### src/rtl/gauss_sobel_pkg.sv
// gauss_sobel_pkg: shared widths, kernel constants and helpers for the Gauss/Sobel engine
package gauss_sobel_pkg;
    localparam int PIX_W       = 8;
    localparam int SUM_W       = 12;
    localparam int GRAD_W      = 11;
    localparam int MAG_W       = 11;
    localparam int GAUSS_SHIFT = 4;
    localparam int SOBEL_SHIFT = 2;
    localparam logic [2:0] GAUSS_K [9] = '{3'd1, 3'd2, 3'd1, 3'd2, 3'd4, 3'd2, 3'd1, 3'd2, 3'd1};

    function automatic logic [GRAD_W-1:0] zx(input logic [PIX_W-1:0] p);
        return GRAD_W'(p);
    endfunction
endpackage

### src/rtl/conv_settle_ctrl.sv
// conv_settle_ctrl: counts cycles of continuous enable and raises done after SETTLE edges
module conv_settle_ctrl
    import gauss_sobel_pkg::*;
#(
    parameter int SETTLE = 8
) (
    input  logic clk_i,
    input  logic rst_i,
    input  logic i_en,
    output logic o_done
);
    logic [5:0] r_cnt;
    logic       r_done;

    // done is registered alongside the count so it rises on the SETTLE-th enabled edge
    always_ff @(posedge clk_i) begin
        if (rst_i) begin
            r_cnt  <= '0;
            r_done <= 1'b0;
        end else begin
            r_cnt  <= !i_en ? 6'd0 : (r_cnt == 6'(SETTLE)) ? r_cnt : r_cnt + 6'd1;
            r_done <= i_en && (r_cnt >= 6'(SETTLE - 1));
        end
    end

    assign o_done = r_done;
endmodule

### src/rtl/gauss_sobel_engine.sv
// gauss_sobel_engine: independent 3x3 Gauss smoothing and Sobel gradient channels,
// each a 3-stage registered datapath gated by its own settle/done handshake.
module gauss_sobel_engine
    import gauss_sobel_pkg::*;
#(
    parameter int SETTLE = 8
) (
    input  logic                          clk_i,
    input  logic                          rst_i,
    input  logic                          g_en_i,
    input  logic [PIX_W-1:0]              g_data_i_0,
    input  logic [PIX_W-1:0]              g_data_i_1,
    input  logic [PIX_W-1:0]              g_data_i_2,
    input  logic [PIX_W-1:0]              g_data_i_3,
    input  logic [PIX_W-1:0]              g_data_i_4,
    input  logic [PIX_W-1:0]              g_data_i_5,
    input  logic [PIX_W-1:0]              g_data_i_6,
    input  logic [PIX_W-1:0]              g_data_i_7,
    input  logic [PIX_W-1:0]              g_data_i_8,
    output logic [PIX_W-1:0]              g_data_o,
    output logic                          g_sonuc_done,
    input  logic                          s_en_i,
    input  logic [PIX_W-1:0]              s_data_i_0,
    input  logic [PIX_W-1:0]              s_data_i_1,
    input  logic [PIX_W-1:0]              s_data_i_2,
    input  logic [PIX_W-1:0]              s_data_i_3,
    input  logic [PIX_W-1:0]              s_data_i_4,
    input  logic [PIX_W-1:0]              s_data_i_5,
    input  logic [PIX_W-1:0]              s_data_i_6,
    input  logic [PIX_W-1:0]              s_data_i_7,
    input  logic [PIX_W-1:0]              s_data_i_8,
    output logic [MAG_W-SOBEL_SHIFT-1:0]  s_data_o,
    output logic                          s_sonuc_done
);
    logic [PIX_W-1:0]             w_g_in [9];
    logic [PIX_W-1:0]             w_s_in [9];
    logic [PIX_W-1:0]             r_g [9];
    logic [PIX_W-1:0]             r_s [9];
    logic [SUM_W-1:0]             w_gsum;
    logic [SUM_W-1:0]             r_gsum;
    logic [GRAD_W-1:0]            w_gx;
    logic [GRAD_W-1:0]            w_gy;
    logic [GRAD_W-1:0]            r_gx;
    logic [GRAD_W-1:0]            r_gy;
    logic [GRAD_W-1:0]            w_ax;
    logic [GRAD_W-1:0]            w_ay;
    logic [MAG_W-1:0]             w_mag;
    logic [PIX_W-1:0]             r_gout;
    logic [MAG_W-SOBEL_SHIFT-1:0] r_sout;

    assign w_g_in = '{g_data_i_0, g_data_i_1, g_data_i_2, g_data_i_3, g_data_i_4,
                      g_data_i_5, g_data_i_6, g_data_i_7, g_data_i_8};
    assign w_s_in = '{s_data_i_0, s_data_i_1, s_data_i_2, s_data_i_3, s_data_i_4,
                      s_data_i_5, s_data_i_6, s_data_i_7, s_data_i_8};

    always_comb begin
        w_gsum = '0;
        for (int k = 0; k < 9; k++) w_gsum = w_gsum + SUM_W'(r_g[k]) * SUM_W'(GAUSS_K[k]);
    end

    // gradients wrap in 11-bit two's complement; |x| of -1020 still fits unsigned
    assign w_gx  = (zx(r_s[2]) + (zx(r_s[5]) << 1) + zx(r_s[8]))
                 - (zx(r_s[0]) + (zx(r_s[3]) << 1) + zx(r_s[6]));
    assign w_gy  = (zx(r_s[6]) + (zx(r_s[7]) << 1) + zx(r_s[8]))
                 - (zx(r_s[0]) + (zx(r_s[1]) << 1) + zx(r_s[2]));
    assign w_ax  = r_gx[GRAD_W-1] ? -r_gx : r_gx;
    assign w_ay  = r_gy[GRAD_W-1] ? -r_gy : r_gy;
    assign w_mag = MAG_W'(w_ax) + MAG_W'(w_ay);

    always_ff @(posedge clk_i) begin
        if (rst_i) begin
            for (int k = 0; k < 9; k++) begin
                r_g[k] <= '0;
                r_s[k] <= '0;
            end
            r_gsum <= '0;
            r_gx   <= '0;
            r_gy   <= '0;
            r_gout <= '0;
            r_sout <= '0;
        end else begin
            r_g    <= w_g_in;
            r_s    <= w_s_in;
            r_gsum <= w_gsum;
            r_gx   <= w_gx;
            r_gy   <= w_gy;
            r_gout <= r_gsum[SUM_W-1:GAUSS_SHIFT];
            r_sout <= w_mag[MAG_W-1:SOBEL_SHIFT];
        end
    end

    assign g_data_o = r_gout;
    assign s_data_o = r_sout;

    conv_settle_ctrl #(.SETTLE(SETTLE)) u_g_ctrl (
        .clk_i (clk_i),
        .rst_i (rst_i),
        .i_en  (g_en_i),
        .o_done(g_sonuc_done)
    );

    conv_settle_ctrl #(.SETTLE(SETTLE)) u_s_ctrl (
        .clk_i (clk_i),
        .rst_i (rst_i),
        .i_en  (s_en_i),
        .o_done(s_sonuc_done)
    );
endmodule

### config.mk
export PLATFORM = sky130hd
export DESIGN_NAME = gauss_sobel_engine
export DESIGN_NICKNAME = d
export VERILOG_FILES = /design/src/rtl/gauss_sobel_pkg.sv /design/src/rtl/conv_settle_ctrl.sv /design/src/rtl/gauss_sobel_engine.sv
export SDC_FILE = /design/constraint.sdc
export NUM_CORES = 1
export LEC_CHECK = 0
export CAP_MARGIN = 20
export CORE_ASPECT_RATIO = 0.9
export CORE_MARGIN = 1.5
export CORE_UTILIZATION = 30
export DETAILED_ROUTE_END_ITERATION = 8
export GPL_ROUTABILITY_DRIVEN = 0
export MAX_ROUTING_LAYER = met4
export PLACE_DENSITY = 0.56
export RECOVER_POWER = 25
export SYNTH_ARGS = -nofsm -noshare
export SYNTH_HDL_FRONTEND = slang
export SYNTH_SLANG_ARGS = --single-unit
### constraint.sdc
create_clock -name clk_i -period 5.4 [get_ports clk_i]
set_input_delay 1.08 -clock clk_i [delete_from_list [all_inputs] [get_ports clk_i]]
set_output_delay 1.08 -clock clk_i [all_outputs]
set_load 0.005 [all_outputs]
-- Yosys cells after proc, flatten, opt, wreduce, memory -nomap -nowiden
Cells that the tools add are included.
Widths: inputs -> output; s select.
- add/subtract/negate cells: 23
- equal/unequal tests: 2
- order comparisons: 2
- muxes and demuxes: 2
- bitwise logic cells: 2
- reduce and logical (&&, ||, !) cells: 4
- operators by type and width (cell ; number):
    $add 10x8->11 ; 5
    $add 8x9->10 ; 5
    $add 12x8->12 ; 2
    $add 12x9->12 ; 2
    $mux 11 ; 2
    $neg 11->11 ; 2
    $sub 11x11->11 ; 2
    $add 11x9->12 ; 1
    $add 12x10->12 ; 1
    $add 6x1->6 const B ; 2
    $eq 6x4->1 const B ; 2
    $ge 6x3->1 const B ; 2
    $add 11x11->11 ; 1
    $reduce_or 2->1 ; 2
    $logic_and 1x1->1 ; 2
    $not 1->1 ; 2
- logic and storage cells: 61
- register bits after elaboration: 201
- output and inout bits: 19

-- Longest topological paths before layout
- depth in word-level cells: 8
- mapped depth: 15
- gate-level depth less buffers: 15

-- Hierarchy
A second synthesis with hierarchy kept.
- cell total of the unflattened synthesis: 987
- area total of the unflattened synthesis: 10440.0 µm²
- by module, submodules not included (module ; cells an instance ; area each (µm²) ; instances):
    gauss_sobel_engine ; 913 ; 9746.8 ; 1
    conv_settle_ctrl ; 37 ; 346.6 ; 2

-- Worst setup path after synthesis
No wires, ideal clock.
- path kind: flip-flop to flip-flop
- start: reg r_g[3] (netlist name)
- end: reg r_gsum[11]
- stages on the path, launching flop included: 14
- slack: 1.150 ns
- arrival: 4.130 ns
- buffers on the path: 0
- period minus slack after synthesis: 4.250 ns
- path through: dfxtp_1 > inv_1 > fa_1 > inv_1 > fa_1 > fa_1 > fa_1 > or3b_2 > fa_1 > and2b_1 > o21ai_2 > a21boi_1 > o22ai_1 > mux2_2
- word-level cells in the longest chain between the ends: 1
- ends and longest elaborated chain (element ; RTL line ; text):
    from (decl) ; gauss_sobel_engine.sv:37 ; logic [PIX_W-1:0] r_g [9];
    from (signal assigned) ; gauss_sobel_engine.sv:82 ; r_g <= w_g_in;
    $add 12x8->12 ; gauss_sobel_engine.sv:58 ; for (int k = 0; k < 9; k++) w_gsum = w_gsum + SUM_W'(r_g[k]) * SUM_W'(GAUSS_K[k]);
    to (signal assigned) ; gauss_sobel_engine.sv:84 ; r_gsum <= w_gsum;
    to (decl) ; gauss_sobel_engine.sv:40 ; logic [SUM_W-1:0] r_gsum;
No other way between the ends.
A chain may end at the register's enable or synchronous reset.

-- Final worst setup path
Ends and elaborated chain as after synthesis.

==> metrics.txt <==
clock latency on the worst-skew pair=430 ps; clock transition at the register clock pins on the worst setup and hold paths after CTS=80 ps; router iterations before antenna repair=4; kind of cell with the highest combined delay on the critical path=adder cells; multi-input combinational cell area=5635 um2; LEAKAGE=around 5.4 nW; top achievable clock speed=215.5 MHz; M1 WL=9.346 mm; Placed Instance Area=roughly 12000 um2; unrepaired setup endpoints after global routing=false; non-filler instance count after layout=1614; Arrival @ worst endpoint=around 5000 ps; number of buffers inserted by port buffering=158; commonest non-fill, non-tap cell in the layout=sky130_fd_sc_hd__dfxtp_1; area growth from synthesis to layout=26.01%; worst relative slew slack=-61.24%; endpoint of the most critical setup path=r_gsum[11]; core area=33950 um2; number of global-route vias before repair=between 6000 and 7000; CTS Buf Count=17; data required time of the worst path=5720 ps; warning count from the yosys run=0; share of cells above drive strength 1=4.253%; launching instance or port of the critical path=r_g[3]; commonest cells after routing, fill and taps aside=197 x sky130_fd_sc_hd__dfxtp_1, 174 x sky130_fd_sc_hd__inv_1, 161 x sky130_fd_sc_hd__nor2b_1; final worst clock skew=10.26 ps; violations in the final reports=max-capacitance violations, max-slew violations; per-cell routed wire length=approximately 12 um; post-synthesis compound-gate area fraction=5.101%; number of failing hold endpoints at the final stage=0; share of synthesized cell area in and, or, nand and nor gates=16.99%; Max Root-Sink Buffers=2; Worst path most repeated cell=sky130_fd_sc_hd__fa_1; total number of cells along the worst setup path=13; nature of the critical path startpoint=flop; Mapped Area=10330 um2; number of standard cells after synthesis=~980; final-stage net count=1454; final routed DRC violation total=0; Iteration-0 DRC Markers=152; die width=198.6 um; clock tree from TritonCTS=done; final count of negative-setup-slack endpoints=0; fraction of the yosys area taken by sequential cells=a little under two fifths; critical path buffer and inverter count=2; Layout fillers=3451; maximum number of pins on one net before global-route repair=132; routed wire length on met3=700 um; vias after detailed routing=6482; # Max-Cap Violations=1; starting utilization of the core area=30.41%; average footprint of a synthesized cell=10.49 um2; top routing layer in use=met4; class of the tightest hold or removal check=flop to flop; standard-cell rows=64; Resize count post-CTS=0; worst setup path category=flop to flop; total negative slack for setup checks=0 ps; share of cell area taken by muxes after synthesis=0.6058%; detailed-placement wirelength estimate=15.13 mm; critical register-to-register path endpoint=r_gsum[11]; Hold-fix buffers, CTS=0; post-route cell area=13010 um2; depth of the most critical reg-to-reg path=13; number of storage elements in the synthesis netlist=about 200; peak supply drop=0.2424 mV; total length of routed wires=18.85 mm; share of synthesized registers carrying an async set or reset=0%; overall fraction of global-route tracks in use=11.83%; period utilization=85.92%; residual overflow from global routing=0; number of placed cells counting well taps=1583; DIE HEIGHT=179.0 um; number of pins exceeding their max-slew limit in the final report=around 130; Root Buffer Master=sky130_fd_sc_hd__clkbuf_16; critical path, cell by cell=inv_1, fa_1, inv_1, fa_1, fa_1, fa_1, or3b_2, fa_1, and2b_1, o21ai_2, a21boi_1, o22ai_1, mux2_2; delay contributed by the slowest stage of the critical path=just under 600 ps; fraction of the mapped netlist area in adder cells=28.40%; Via density=4.016; count of distinct cell types in the synthesized netlist=54; Worst R2R Start=r_g[3]; number of antenna repair diodes=0; outcome=complete, but fails checks; Post-synth EDFFs=0; wire length of the first global-routing pass=between 30 and 40 mm; most frequently used flop master after synthesis=sky130_fd_sc_hd__dfxtp_1; antenna violations before repair=0; area enclosed by the die boundary=35540 um2; metal2 WL=8.591 mm; H-Tree Depth=4; transition at the pin with the smallest max-transition slack=2419 ps; xor-xnor portion of the synthesized cell area=approximately 3.5%; min-delay src=r_gsum[8]; power density over the cells=444.3 nW/um2; area used by sequential logic in the layout=3944 um2; combinational family with the most area after synthesis=adder cells; share of the core filled with cells=a little under two fifths; number of antenna-violating nets in the routed design=0; worst-path cell with the longest stage delay=sky130_fd_sc_hd__fa_1; nets in the synthesized netlist=1298; kind of end point of the critical path=flop; Clock Sink Count=197; number of top-level design ports=167; reg-to-reg slack, setup=760 ps; minimum clock period=4640 ps; total setup buffers inserted after CTS=0; crit-path max FO=4
-- registers in the layout (all words and copies together), names as in the netlist, 6 cells and up --
name / count
g_data_o: 8
r_g: 72
r_gsum: 8
r_gx: 11
r_gy: 11
r_s: 64
s_data_o: 9
u_g_ctrl.r_cnt: 6
u_s_ctrl.r_cnt: 6
-- cell usage after synthesis (all sizes together), types with 3 or more instances --
library cell	count	area [um2]
o21ai	17	92.59
a2111oi	3	32.53
o21a	4	30.03
nand2b	9	56.30
and3	5	31.28
nand3	12	60.06
nor2	41	153.9
nand2	23	86.33
clkbuf	20	75.07
a31oi	5	31.28
xor2	12	105.1
nor2b	161	1007
nor3b	10	75.07
mux2i	4	40.04
dfxtp	197	3944
nor4b	5	43.79
buf	4	18.76
inv	174	653.1
or4	4	30.03
xnor2	29	254.0
a21oi	17	88.84
a211oi	5	37.54
fa	114	2282
o31ai	6	45.04
ha	52	650.6
nor3	16	85.08
a21o	8	60.06
-- routing by layer --
metal	vias up	track usage (%)
met5	-	-
met3	19	2.652
met4	0	3.346
met2	92	18.63
met1	3030	15.28
li1	3341	-
-- final cells by class --
class / count / share of cell area [%]
Multi-Input combinational cell: 589 / 43.31
Sequential cell: 197 / 30.31
Timing Repair Buffer: 161 / 12.29
Inverter: 174 / 5.019
Tap cell: 462 / 4.442
Clock buffer: 18 / 3.375
Clock inverter: 13 / 1.260
-- how the worst min path moves through the flow --
stage	cells past startpoint	end	slack, ps
after floorplan	1	g_data_o[0]	410
after global placement	1	g_data_o[4]	420
after detailed placement	1	g_data_o[4]	430
after CTS	1	g_data_o[4]	450
after global routing	1	g_data_o[4]	460
final	1	g_data_o[4]	440
-- through the flow --
step	hold slack (ps)	power, W	worst slack, ps
finish	444.7	0.005782	760.1
floorplan	413.8	0.003800	1150
CTS	446.0	0.005877	739.0
global route	457.7	0.006340	551.4
global placement	422.0	0.004500	832.2
detailed placement	427.6	0.004527	765.2
-- cells by family (layout without fill, tap and decap cells) --
family | count (synthesis) | count (layout)
AO/OA/AOI/OAI | 75 | 75
XOR/XNOR | 41 | 41
adder cells (fa/ha/maj) | 166 | 166
buffers and inverters | 198 | 366
flip-flops | 197 | 197
multiplexers | 6 | 6
AND/OR/NAND/NOR | 301 | 301
-- report_power, final --
part	leakage [nW]	switching (W)	internal, W
clock	0.294	0.000594	0.000710
combinational	3.51	0.00141	0.00129
sequential	1.64	0.000124	0.00165
total	5.44	0.00213	0.00365
(Power assumes the default switching activity.)
